File: src/rtl/muldiv_ctrl_if.sv
// Bundle between the EX stage and the mult/div controller, including the
// multiplier and divider ports the controller drives.
interface muldiv_ctrl_if;
  // EX side
  logic        op_valid;
  logic [1:0]  op_code;
  logic [31:0] src1;
  logic [31:0] src2;
  logic        flush;
  logic        ex_hold;
  logic        stallreq;
  logic        hilo_we;
  logic [31:0] hi_o;
  logic [31:0] lo_o;
  logic        busy;
  // multiplier port
  logic        mul_signed;
  logic [31:0] mul_ina;
  logic [31:0] mul_inb;
  logic [63:0] mul_result;
  // divider port
  logic        div_start;
  logic        div_signed;
  logic        div_annul;
  logic [31:0] div_op1;
  logic [31:0] div_op2;
  logic        div_ready;
  logic [63:0] div_result;

  modport master (
    output op_valid, op_code, src1, src2, flush, ex_hold,
    output mul_result, div_ready, div_result,
    input  stallreq, hilo_we, hi_o, lo_o, busy,
    input  mul_signed, mul_ina, mul_inb,
    input  div_start, div_signed, div_annul, div_op1, div_op2
  );

  modport slave (
    input  op_valid, op_code, src1, src2, flush, ex_hold,
    input  mul_result, div_ready, div_result,
    output stallreq, hilo_we, hi_o, lo_o, busy,
    output mul_signed, mul_ina, mul_inb,
    output div_start, div_signed, div_annul, div_op1, div_op2
  );
endinterface

File: src/rtl/muldiv_ctrl.sv
// Sequencer for MIPS mult/multu/div/divu: steers operands to an external
// multiplier/divider, stalls EX while they work, and presents the hi/lo result.
module muldiv_ctrl #(
  parameter int MUL_LAT = 2
) (
  input  logic         clk,
  input  logic         resetn,
  muldiv_ctrl_if.slave bus,
  output logic [1:0]   state_dbg
);

  // Handshake: an op is taken in IDLE when op_valid=1 and flush=0; EX must
  // hold the instruction while stallreq=1; the result is committed to hi/lo in
  // exactly the cycle hilo_we=1, and flush cancels everything in that cycle.

  typedef enum logic [1:0] {
    IDLE     = 2'd0,
    MUL_WAIT = 2'd1,
    DIV_RUN  = 2'd2,
    DONE     = 2'd3
  } state_t;

  localparam logic [2:0] CNT_INIT = 3'(MUL_LAT - 1);

  state_t      state, state_n;
  logic [2:0]  cnt, cnt_n;
  logic [1:0]  op_q;
  logic [31:0] a_q, b_q;
  logic [31:0] hi_q, lo_q, hi_n, lo_n;
  logic        load_ops;
  logic        accept;

  assign accept    = (state == IDLE) && bus.op_valid && !bus.flush;
  assign state_dbg = state;

  always_comb begin
    state_n  = state;
    cnt_n    = cnt;
    hi_n     = hi_q;
    lo_n     = lo_q;
    load_ops = 1'b0;
    if (bus.flush) begin
      state_n = IDLE;
    end else begin
      case (state)
        IDLE: begin
          if (bus.op_valid) begin
            load_ops = 1'b1;
            cnt_n    = CNT_INIT;
            if (!bus.op_code[1]) begin
              if (MUL_LAT == 1) begin
                state_n = DONE;
                hi_n    = bus.mul_result[63:32];
                lo_n    = bus.mul_result[31:0];
              end else begin
                state_n = MUL_WAIT;
              end
            end else if (bus.src2 == 32'd0) begin
              // divide by zero never reaches the divider
              state_n = DONE;
              hi_n    = bus.src1;
              lo_n    = 32'd0;
            end else begin
              state_n = DIV_RUN;
            end
          end
        end
        MUL_WAIT: begin
          if (cnt == 3'd0) begin
            state_n = DONE;
            hi_n    = bus.mul_result[63:32];
            lo_n    = bus.mul_result[31:0];
          end else begin
            cnt_n = cnt - 3'd1;
          end
        end
        DIV_RUN: begin
          if (bus.div_ready) begin
            state_n = DONE;
            hi_n    = bus.div_result[63:32];
            lo_n    = bus.div_result[31:0];
          end
        end
        DONE: begin
          if (!bus.ex_hold) state_n = IDLE;
        end
        default: state_n = IDLE;
      endcase
    end
  end

  always_ff @(posedge clk) begin
    if (!resetn) begin
      state <= IDLE;
      cnt   <= 3'd0;
      op_q  <= 2'd0;
      a_q   <= 32'd0;
      b_q   <= 32'd0;
      hi_q  <= 32'd0;
      lo_q  <= 32'd0;
    end else begin
      state <= state_n;
      cnt   <= cnt_n;
      hi_q  <= hi_n;
      lo_q  <= lo_n;
      if (load_ops) begin
        op_q <= bus.op_code;
        a_q  <= bus.src1;
        b_q  <= bus.src2;
      end
    end
  end

  always_comb begin
    bus.stallreq   = 1'b0;
    bus.hilo_we    = 1'b0;
    bus.hi_o       = 32'd0;
    bus.lo_o       = 32'd0;
    bus.busy       = (state != IDLE);
    bus.mul_signed = 1'b0;
    bus.mul_ina    = 32'd0;
    bus.mul_inb    = 32'd0;
    bus.div_start  = 1'b0;
    bus.div_signed = 1'b0;
    bus.div_annul  = 1'b0;
    bus.div_op1    = 32'd0;
    bus.div_op2    = 32'd0;

    if (!bus.flush) begin
      bus.stallreq = accept || (state == MUL_WAIT) || (state == DIV_RUN);
    end

    // the multiplier sees operands from the accepting cycle on, so its
    // pipeline is already filling before the latched copies take over
    if (accept) begin
      bus.mul_ina    = bus.src1;
      bus.mul_inb    = bus.src2;
      bus.mul_signed = (bus.op_code == 2'b00);
    end else if (state == MUL_WAIT) begin
      bus.mul_ina    = a_q;
      bus.mul_inb    = b_q;
      bus.mul_signed = (op_q == 2'b00);
    end

    if (state == DIV_RUN) begin
      bus.div_op1    = a_q;
      bus.div_op2    = b_q;
      bus.div_signed = (op_q == 2'b10);
      bus.div_start  = !bus.div_ready && !bus.flush;
      bus.div_annul  = bus.flush;
    end

    if (state == DONE) begin
      bus.hi_o    = hi_q;
      bus.lo_o    = lo_q;
      bus.hilo_we = !bus.ex_hold && !bus.flush;
    end
  end

endmodule

File: src/flat_wrapper.sv
// flat-port wrapper written by rule: the top's interface ports become plain ports
module muldiv_ctrl_flat 
#(
  parameter int MUL_LAT = 2
)
  (clk, resetn, state_dbg, bus_op_valid, bus_op_code, bus_src1, bus_src2, bus_flush, bus_ex_hold, bus_mul_result, bus_div_ready, bus_div_result, bus_stallreq, bus_hilo_we, bus_hi_o, bus_lo_o, bus_busy, bus_mul_signed, bus_mul_ina, bus_mul_inb, bus_div_start, bus_div_signed, bus_div_annul, bus_div_op1, bus_div_op2);
  muldiv_ctrl_if bus_i ();
  input  logic clk;
  input  logic resetn;
  output logic [1:0] state_dbg;
  input wire logic [$bits(bus_i.op_valid)-1:0] bus_op_valid;
  input wire logic [$bits(bus_i.op_code)-1:0] bus_op_code;
  input wire logic [$bits(bus_i.src1)-1:0] bus_src1;
  input wire logic [$bits(bus_i.src2)-1:0] bus_src2;
  input wire logic [$bits(bus_i.flush)-1:0] bus_flush;
  input wire logic [$bits(bus_i.ex_hold)-1:0] bus_ex_hold;
  input wire logic [$bits(bus_i.mul_result)-1:0] bus_mul_result;
  input wire logic [$bits(bus_i.div_ready)-1:0] bus_div_ready;
  input wire logic [$bits(bus_i.div_result)-1:0] bus_div_result;
  output wire logic [$bits(bus_i.stallreq)-1:0] bus_stallreq;
  output wire logic [$bits(bus_i.hilo_we)-1:0] bus_hilo_we;
  output wire logic [$bits(bus_i.hi_o)-1:0] bus_hi_o;
  output wire logic [$bits(bus_i.lo_o)-1:0] bus_lo_o;
  output wire logic [$bits(bus_i.busy)-1:0] bus_busy;
  output wire logic [$bits(bus_i.mul_signed)-1:0] bus_mul_signed;
  output wire logic [$bits(bus_i.mul_ina)-1:0] bus_mul_ina;
  output wire logic [$bits(bus_i.mul_inb)-1:0] bus_mul_inb;
  output wire logic [$bits(bus_i.div_start)-1:0] bus_div_start;
  output wire logic [$bits(bus_i.div_signed)-1:0] bus_div_signed;
  output wire logic [$bits(bus_i.div_annul)-1:0] bus_div_annul;
  output wire logic [$bits(bus_i.div_op1)-1:0] bus_div_op1;
  output wire logic [$bits(bus_i.div_op2)-1:0] bus_div_op2;
  assign bus_i.op_valid = bus_op_valid;
  assign bus_i.op_code = bus_op_code;
  assign bus_i.src1 = bus_src1;
  assign bus_i.src2 = bus_src2;
  assign bus_i.flush = bus_flush;
  assign bus_i.ex_hold = bus_ex_hold;
  assign bus_i.mul_result = bus_mul_result;
  assign bus_i.div_ready = bus_div_ready;
  assign bus_i.div_result = bus_div_result;
  assign bus_stallreq = bus_i.stallreq;
  assign bus_hilo_we = bus_i.hilo_we;
  assign bus_hi_o = bus_i.hi_o;
  assign bus_lo_o = bus_i.lo_o;
  assign bus_busy = bus_i.busy;
  assign bus_mul_signed = bus_i.mul_signed;
  assign bus_mul_ina = bus_i.mul_ina;
  assign bus_mul_inb = bus_i.mul_inb;
  assign bus_div_start = bus_i.div_start;
  assign bus_div_signed = bus_i.div_signed;
  assign bus_div_annul = bus_i.div_annul;
  assign bus_div_op1 = bus_i.div_op1;
  assign bus_div_op2 = bus_i.div_op2;
  muldiv_ctrl #(.MUL_LAT(MUL_LAT)) u_core (.clk(clk), .resetn(resetn), .bus(bus_i), .state_dbg(state_dbg));
endmodule
File: config.mk
export PLATFORM = sky130hd
export DESIGN_NAME = muldiv_ctrl_flat
export DESIGN_NICKNAME = d
export VERILOG_FILES = /design/src/rtl/muldiv_ctrl_if.sv /design/src/rtl/muldiv_ctrl.sv /design/src/flat_wrapper.sv
export SDC_FILE = /design/constraint.sdc
export NUM_CORES = 1
export LEC_CHECK = 0
export ABC_AREA = 1
export CORE_MARGIN = 5
export CORE_UTILIZATION = 35
export DETAILED_ROUTE_END_ITERATION = 10
export GPL_ROUTABILITY_DRIVEN = 0
export PLACE_DENSITY = 0.76
export SLEW_MARGIN = 20
export SYNTH_ARGS = -nofsm -noshare
export SYNTH_HDL_FRONTEND = slang
export SYNTH_SLANG_ARGS = --single-unit
File: constraint.sdc
create_clock -name clk -period 4.14 [get_ports clk]
set_input_delay 0.621 -clock clk [delete_from_list [all_inputs] [get_ports clk]]
set_output_delay 0.621 -clock clk [all_outputs]
set_load 0.03 [all_outputs]
==> reports/qor.yml, run 1 <==
status: "finished clean"
clock.fmax_mhz: 285.4
r2r-end: "u_core.lo_q[11]$_SDFFE_PN0P_"
slowest_stage: "clkdlybuf4s50_1"
areaGrowthSynthToFinish_pct: 60.90
first_pass_iters: 5
antenna_found_initial: 2
fin_crit_ns: 3.504
syn_inst: 1306
slew_viol_final: 0
synthAdderAreaFrac: 0.01124
layout.cells.most_common: "nand2_1"
dp_hpwl_mm: 24.18
grt_max_degree: 84
rsz0062_at_grt: "false"
fin_total_pwr_mw: 3.963
hold-worst-slack_ns: 0.4801
drt_iter0_markers: 700
clk_latency_ns: 0.42
path_cells: "clkdlybuf4s50_1 > inv_1 > nand3_2 > buf_4 > nand2_1 > o21ai_0 > clkdlybuf4s50_1"
setup_viol: 0
cts.sinks: 135
hold_path_class: "register to register"
die_h_um: 159.2
post_dp_cell_area_mm2: 0.01195
synth_area_per_cell_um2: 5.969
finalInstanceArea_mm2: 0.01254
cp_num_buf_inv: 4
vias_per_cell: 4.947
drtAntennaViolNets: 0
clock_path_buffers: 2
synth_compound_area_frac: 0.1912
drive_above_1_share: 0.03802
ios: 401
rows: 54
routedWlPerCell_um: 17.15
synth.net_count: 1513
cp.arrival_ns: 2.88
grt_pass1_wl_mm: 51.50
startpoint_type: "input port"
hp-start: "u_core.hi_q[11]$_SDFFE_PN0P_"
critPathKind: "input port to output pin"
holdPathStages: 2
setup_tns_ns: 0
ctsResizeCount: 0
port_buffers: 400
final_cell_mix: "nand2_1 (435), clkdlybuf4s50_1 (399), inv_1 (156)"
synthMuxAreaShare: 0
cts_made_buffers: 17
wl_mm: 33.25
seq_area_frac_synth: 0.3467
clk_pin_slew_worst_paths_ns: 0.06
hold_violations: 0
path_delay_family: "buffers and inverters"
cp_common_cell: "clkdlybuf4s50_1"
max-vdd-ir-drop_mv: 0.3062
synthSimpleGateAreaFrac: 0.3217
maxCapViolCount: 0
dieWidth_um: 159.2
cp.required_ns: 3.52
fillCellCount: 2125
crit_path_max_fanout: 26
cts_root_buf: "clkbuf_16"
p_leak_nw: 5.616
vias: 9588
relSlewSlack: 0.2646
finalClockSkew_ns: 0.01808
reg2reg_from: "u_core.state_dbg[1]$_SDFFE_PP0P_"
synth_top_family_by_area: "simple AND/OR/NAND/NOR gates"
r2r_cells: 11
drc_errors: 0
core_mm2: 0.02189
synth-xor-area-share: 0
cts_max_level: 4
ys_warn_count: 0
ys_ff_latch: 135
synth_area_mm2: 0.007795
cts_setup_buffers: 0
grtUsageTotal: 0.2500
cts_tree: "done"
cts_hold_buf: 0
rrSetupSlack_ns: 1.27
fin_util: 0.5729
synth_cell_types: 24
p_per_area_mw_per_mm2: 315.9
critPathMaxStageDelay_ns: 0.74
dieArea_mm2: 0.02536
overflow: 0
worst_pin_slew_ns: 1.103
min_to: "u_core.hi_q[11]$_SDFFE_PN0P_"
finalCritPeriodShare: 0.8464
grt_pass1_vias: 9207
nNetsFinal: 1851
start_util: 0.3561
cp-end-kind: "output pin"
## final cells by class
class / count / area, um^2 / share of cell area
inverters: 160 / 600.6 / 0.04789
clock buffers: 19 / 452.9 / 0.03611
multi-input cells: 914 / 4118 / 0.3283
well taps: 280 / 350.3 / 0.02793
clock inverters: 13 / 133.9 / 0.01067
repair buffers: 416 / 4182 / 0.3334
flip-flops and latches: 135 / 2703 / 0.2155
diodes: 1 / 2.502 / 0.0001995
## sequential cells by signal, summed over array words and instances (netlist names)
signal and flops:
u_core.a_q 32, u_core.b_q 32, u_core.op_q 2, u_core.lo_q 32, u_core.cnt 3, u_core.state_dbg 2, u_core.hi_q 32
## cells in the mapped netlist, drive strengths merged
cell type,count,area share
a211oi,3,0.0045
a21oi,144,0.092
a22o,30,0.034
a31oi,1,0.00080
a32o,1,0.0013
buf,45,0.027
clkbuf,52,0.025
dfxtp,135,0.35
ha,7,0.011
inv,160,0.077
nand2,438,0.21
nand3,73,0.047
nand4,1,0.00080
nor2,117,0.056
nor3,4,0.0026
nor3b,2,0.0019
o21ai,91,0.058
or2,2,0.0016
## worst max path at each step
stage | start | end | cells after the start
6_report | bus_flush | bus_mul_ina[1] | 7
5_1_grt | bus_flush | bus_mul_ina[9] | 7
4_1_cts | bus_flush | bus_mul_inb[19] | 7
3_5_place_dp | bus_flush | bus_mul_inb[19] | 7
3_3_place_gp | bus_flush | bus_mul_ina[15] | 7
2_1_floorplan | u_core.state_dbg[0]$_SDFFE_PP0P_ | bus_mul_inb[24] | 7
## layer usage
| layer | track usage | share of wire | vias up |
|---|---|---|---|
| met2 | 0.4114 | 0.47 | 412 |
| met4 | 0.07018 | 0.021 | 2 |
| met5 | 0 | 0.00057 | - |
| met1 | 0.3110 | 0.42 | 4350 |
| met3 | 0.08750 | 0.093 | 48 |
| li1 | - | - | 4776 |
## logic make-up (layout without fill, tap and decap cells)
group,after synthesis,count (layout)
other,0,1
and+or+nand+nor,637,637
DFF,135,135
adders and majority gates,7,7
AOI/OAI and AO/OA,270,270
buffers and inverters,257,608
## power by group
| group | internal, mW | switching, mW | leakage [nW] | total (mW) |
|---|---|---|---|---|
| Sequential | 1.38 | 0.0405 | 1.10 | 1.42 |
| Clock | 0.877 | 0.654 | 0.280 | 1.53 |
| Combinational | 0.420 | 0.595 | 4.24 | 1.02 |
## worst min-delay path: cells and delay by family, from the launching register on
family / cells / cell delay [ns]
flip-flops: 1 / 0.33
AND/OR/NAND/NOR: 1 / 0.08
AO/OA/AOI/OAI: 1 / 0.04
## per-stage QoR
step                      setup WS [ns]  std cells
after CTS                        0.6829       1937
after detailed placement         0.6816       1905
final                            0.6359       1938
after global placement           0.7268       1905
after floorplan                   1.258       1306
after global routing             0.5303       1938
(Power assumes the default switching activity.)
==> run 2, diff against run 1 <==
Clock period 4.14 ns to 3.6 ns, I/O delays scaled along.
==> reports/qor.yml, run 2 (same netlist as run 1, synthesis figures left out) <==
rows: 54  # unchanged
cts_setup_buffers: 0  # unchanged
cts.sinks: 135  # unchanged
cts_max_level: 4  # unchanged
antenna_found_initial: 5  # +3
overflow: 0  # unchanged
setup_tns_ns: 0  # unchanged
stdcell_count: 1950  # +0.62%
drt_iter0_markers: 703  # +0.43%
finalInstanceArea_mm2: 0.01252  # -0.17%
max-vdd-ir-drop_mv: 0.3011  # -1.7%
setup_viol: 0  # unchanged
path_cells: "inv_1 > ha_2 > nand3_2 > inv_2 > buf_4 > nand2_1 > o21ai_0 > clkdlybuf4s50_1"
seqCellArea_mm2: 0.002703  # unchanged
wl_mm: 33.10  # -0.43%
hold_path_class: "register to register"
path_delay_family: "buffers and inverters"
place_inst: 1913  # +0.42%
slowest_stage: "clkdlybuf4s50_1"
fin_crit_ns: 3.281
finalCritPeriodShare: 0.9113
hold_violations: 0  # unchanged
cts_hold_buf: 0  # unchanged
port_buffers: 400  # unchanged
die_h_um: 159.2  # unchanged
cts_root_buf: "clkbuf_16"
cp.arrival_ns: 2.74  # -0.14 ns
cts_made_buffers: 17  # unchanged
core_mm2: 0.02189  # unchanged
slew_viol_final: 0  # unchanged
first_pass_iters: 5  # unchanged
finalClockSkew_ns: 0.01556  # -0.002522 ns
ios: 401  # unchanged
rsz0062_at_grt: "false"
p_leak_nw: 5.753  # +2.4%
fillCellCount: 2116  # -0.42%
clock_path_buffers: 2  # unchanged
post_dp_cell_area_mm2: 0.01193  # -0.21%
grt_pass1_wl_mm: 51.57  # +0.13%
vias: 9662  # +0.77%
fin_total_pwr_mw: 4.540  # +15%
dieArea_mm2: 0.02536  # unchanged
areaGrowthSynthToFinish_pct: 60.63
ctsResizeCount: 0  # unchanged
p_per_area_mw_per_mm2: 362.6  # +15%
dieWidth_um: 159.2  # unchanged
final_cell_mix: "nand2_1 (435), clkdlybuf4s50_1 (350), inv_1 (156)"
critPathMaxStageDelay_ns: 0.70  # -0.04 ns
layout.cells.most_common: "nand2_1"
grt_pass1_vias: 9362  # +1.7%
drtAntennaViolNets: 0  # unchanged
critPathKind: "register to output pin"
clk_pin_slew_worst_paths_ns: 0.06  # about the same
relSlewSlack: 0.4093  # +0.1447
grt_max_degree: 84  # unchanged
drc_errors: 0  # unchanged
cp_num_buf_inv: 4  # unchanged
maxCapViolCount: 0  # unchanged
cp.required_ns: 3.06  # -0.46 ns
drive_above_1_share: 0.07147  # +0.03345
clk_latency_ns: 0.42  # about the same
start_util: 0.3561  # unchanged
routedWlPerCell_um: 16.97  # -1.0%
grtUsageTotal: 0.2491  # -0.0008534
status: "finished clean"
multi_input_area_mm2: 0.004118  # unchanged
cts_tree: "done"
dp_hpwl_mm: 24.71  # +2.2%
clock.fmax_mhz: 304.8
cp-end-kind: "output pin"
nNetsFinal: 1859  # +0.43%
crit_path_max_fanout: 12  # -54%
fin_util: 0.5720  # -0.0009720
startpoint_type: "register"
vias_per_cell: 4.955  # +0.15%
worst_pin_slew_ns: 0.8861  # -0.2170 ns
[run 2: path summary, 6_finish.rpt]
kind,cells after the start,slack (ns),startpoint,end
worst max-delay path,8,0.32,u_core.state_dbg[0]$_SDFFE_PP0P_,bus_mul_ina[19]
worst min-delay path,2,0.48,u_core.hi_q[11]$_SDFFE_PN0P_,u_core.hi_q[11]$_SDFFE_PN0P_
worst max register to register,11,0.93,u_core.state_dbg[1]$_SDFFE_PP0P_,u_core.lo_q[10]$_SDFFE_PN0P_
worst min register to register,2,0.48,u_core.hi_q[11]$_SDFFE_PN0P_,u_core.hi_q[11]$_SDFFE_PN0P_
[run 2: routing by layer]
| metal | global-route usage | share of wire |
|---|---|---|
| met1 | 0.3003 | 0.41 |
| met3 | 0.09319 | 0.099 |
| met2 | 0.3960 | 0.46 |
| met5 | 0 | 0 |
| met4 | 0.1124 | 0.039 |
[run 2: layout make-up]
cell class | instances | share of cell area
timing repair buffer | 424 | 0.3320
multi-input combinational | 914 | 0.3289
sequential | 135 | 0.2158
inverter | 160 | 0.04797
clock buffer | 18 | 0.03428
tap | 280 | 0.02798
clock inverter | 14 | 0.01209
antenna | 5 | 0.0009993
[run 2: stage by stage]
stage	hold WS (ns)	worst slack [ns]
detailed placement	0.4677	0.4890
CTS	0.4830	0.2843
global route	0.5073	0.1627
finish	0.4781	0.3195
global placement	0.4591	0.5276
floorplan	0.4508	0.7990
[run 2: report_power, final]
group	leakage, nW	internal, mW	total, mW	switching (mW)
sequential	1.10	1.58	1.63	0.0464
combinational	4.37	0.484	1.17	0.687
clock	0.281	1.03	1.74	0.713
total	5.75	3.09	4.54	1.45
[run 2: worst register-to-register path, stage by stage (launching register included)]
cell and delay, ns:
dfxtp_1 0.43, inv_1 0.12, ha_2 0.21, inv_2 0.33
a21oi_1 0.13, inv_1 0.13, nand2_1 0.09, a211oi_4 0.25
buf_4 0.54, nand3_1 0.18, nand2_1 0.09, nor2_1 0.05
==> run 3, diff against run 2 <==
Settings changed: CELL_PAD_IN_SITES_DETAIL_PLACEMENT set to 0, CELL_PAD_IN_SITES_GLOBAL_PLACEMENT set to 1, CORE_UTILIZATION 35 to 26, PLACE_DENSITY 0.76 to 0.85.
==> reports/qor.yml, run 3 (same netlist as run 1, synthesis figures left out) <==
cts_tree: "done"
startpoint_type: "input port"
cp.arrival_ns: 2.70  # -0.04 ns
fillCellCount: 3225  # +52%
drc_errors: 0  # unchanged
critPathKind: "input port to output pin"
cts_max_level: 4  # unchanged
dieWidth_um: 183.2  # +15%
first_pass_iters: 5  # unchanged
finalCritPeriodShare: 0.9010  # -0.01027
start_util: 0.2630  # -0.09308
place_inst: 2020  # +5.6%
clock_path_buffers: 2  # unchanged
internal_power_mw: 3.093  # about the same
areaGrowthSynthToFinish_pct: 63.08
dieArea_mm2: 0.03354  # +32%
min_to: "u_core.hi_q[27]$_SDFFE_PN0P_"
ctsResizeCount: 0  # unchanged
comb_power_share: 0.262  # +0.004
routedWlPerCell_um: 16.97  # about the same
drive_above_1_share: 0.07100  # -0.0004727
overflow: 0  # unchanged
startpoint: "bus_flush"
setup_tns_ns: 0  # unchanged
rrSetupSlack_ns: 0.74  # -0.19 ns
drtAntennaViolNets: 0  # unchanged
vias: 9522  # -1.4%
critPathMaxStageDelay_ns: 0.72  # +0.02 ns
cp.required_ns: 3.06  # about the same
fin_crit_ns: 3.244  # -0.03696 ns
ios: 401  # unchanged
dp_hpwl_mm: 25.70  # +4.0%
reg2reg_from: "u_core.state_dbg[1]$_SDFFE_PP0P_"
rsz0062_at_grt: "false"
layout.cells.most_common: "nand2_1"
path_delay_family: "buffers and inverters"
p_sw_frac: 0.3292  # +0.01058
vias_per_cell: 4.640  # -6.3%
relSlewSlack: 0.3894  # -0.01985
grt_pass1_vias: 9246  # -1.2%
hold_path_class: "register to register"
antenna_found_initial: 2  # -3
r2r_cells: 11  # unchanged
max-vdd-ir-drop_mv: 0.2579  # -14%
hp-start: "u_core.hi_q[27]$_SDFFE_PN0P_"
seqCellArea_mm2: 0.002703  # unchanged
fin_total_pwr_mw: 4.610  # +1.5%
clk_latency_ns: 0.43  # about the same
slowest_stage: "clkdlybuf4s50_1"
grtUsageTotal: 0.1989  # -0.05027
die_h_um: 183.2  # +15%
maxCapViolCount: 0  # unchanged
cts_root_buf: "clkbuf_16"
pre_cts_slack_ns: 0.3418  # -0.1471 ns
stdcell_count: 2052  # +5.2%
clkPwrFrac: 0.385  # +0.002
cts_setup_buffers: 0  # unchanged
final_cell_mix: "nand2_1 (435), clkdlybuf4s50_1 (349), inv_1 (156)"
cp_common_cell: "clkdlybuf4s50_1"
setup_viol: 0  # unchanged
clk_pin_slew_worst_paths_ns: 0.06  # about the same
hold_violations: 0  # unchanged
finalWorstSetupSlack_ns: 0.3565  # +0.03696 ns
holdPathStages: 2  # unchanged
post_dp_cell_area_mm2: 0.01213  # +1.7%
cts.sinks: 135  # unchanged
p_per_area_mw_per_mm2: 362.6  # about the same
rows: 63  # +17%
switching_power_mw: 1.517  # +4.9%
wl_mm: 34.83  # +5.2%
grt_max_degree: 130  # +55%
hold-worst-slack_ns: 0.4801  # +0.002055 ns
port_buffers: 400  # unchanged
worst_pin_slew_ns: 0.9159  # +0.02978 ns
multi_input_area_mm2: 0.004128  # +0.24%
nNetsFinal: 1856  # -0.16%
crit_path_max_fanout: 22  # +10
cp_num_buf_inv: 4  # unchanged
p_leak_nw: 5.757  # about the same
finalClockSkew_ns: 0.01419  # -0.001376 ns
clock.fmax_mhz: 308.3  # +1.1%
finalInstanceArea_mm2: 0.01271  # +1.5%
drt_iter0_markers: 524  # -25%
cts_hold_buf: 0  # unchanged
core_mm2: 0.02964  # +35%
fin_util: 0.4289  # -0.1431
status: "finished clean"
seqPwrFrac: 0.353  # -0.006
path_cells: "clkdlybuf4s50_1 > inv_1 > nand3_2 > inv_2 > nand2_1 > o21ai_0 > clkdlybuf4s50_1"
slew_viol_final: 0  # unchanged
r2r-end: "u_core.lo_q[9]$_SDFFE_PN0P_"
diodes: 0  # -5
grt_pass1_wl_mm: 52.88  # +2.5%
cts_made_buffers: 17  # unchanged
cp-end-kind: "output pin"
-- run 3: cell types whose count changed in the layout (fill, tap and decap cells not counted), sizes merged, moves of 2 or more --
cell    delta
clkinv     -5
diode      -5
inv        +4
buf        -2
-- run 3: layout make-up --
| type | count | share of cell area |
|---|---|---|
| Clock inverter | 13 | 0.01053 |
| Sequential cell | 135 | 0.2126 |
| Inverter | 160 | 0.04724 |
| Clock buffer | 19 | 0.03563 |
| Multi-Input combinational cell | 914 | 0.3247 |
| Tap cell | 390 | 0.03839 |
| Timing Repair Buffer | 421 | 0.3309 |
-- run 3: per-layer routing --
layer	part of all wire	track usage	routed length [um]
met5	0.00060	0	21
met1	0.42	0.2470	14730
met2	0.47	0.3286	16200
met3	0.096	0.07517	3341
met4	0.015	0.04648	533
-- run 3: power by group through the flow --
stage	sequential, mW	clock, mW	combinational, mW
global route	1.64	1.89	1.32
detailed placement	1.66	0	1.21
global placement	1.66	0	1.20
floorplan	1.65	0	0.651
finish	1.63	1.77	1.21
CTS	1.63	1.82	1.22
-- run 3: worst max path at each step --
stage	depth (start not counted)	endpoint	slack, ns
after global routing	7	bus_mul_ina[20]	0.16
after CTS	5	bus_mul_signed	0.27
final	7	bus_mul_ina[30]	0.36
after global placement	7	bus_mul_ina[24]	0.38
after detailed placement	7	bus_mul_ina[30]	0.34
after floorplan	7	bus_mul_inb[24]	0.80
-- run 3: worst min-delay path: stages (launching register included) --
cell and delay [ns]:
dfxtp_1 0.33, a21oi_1 0.04, nor2_1 0.08
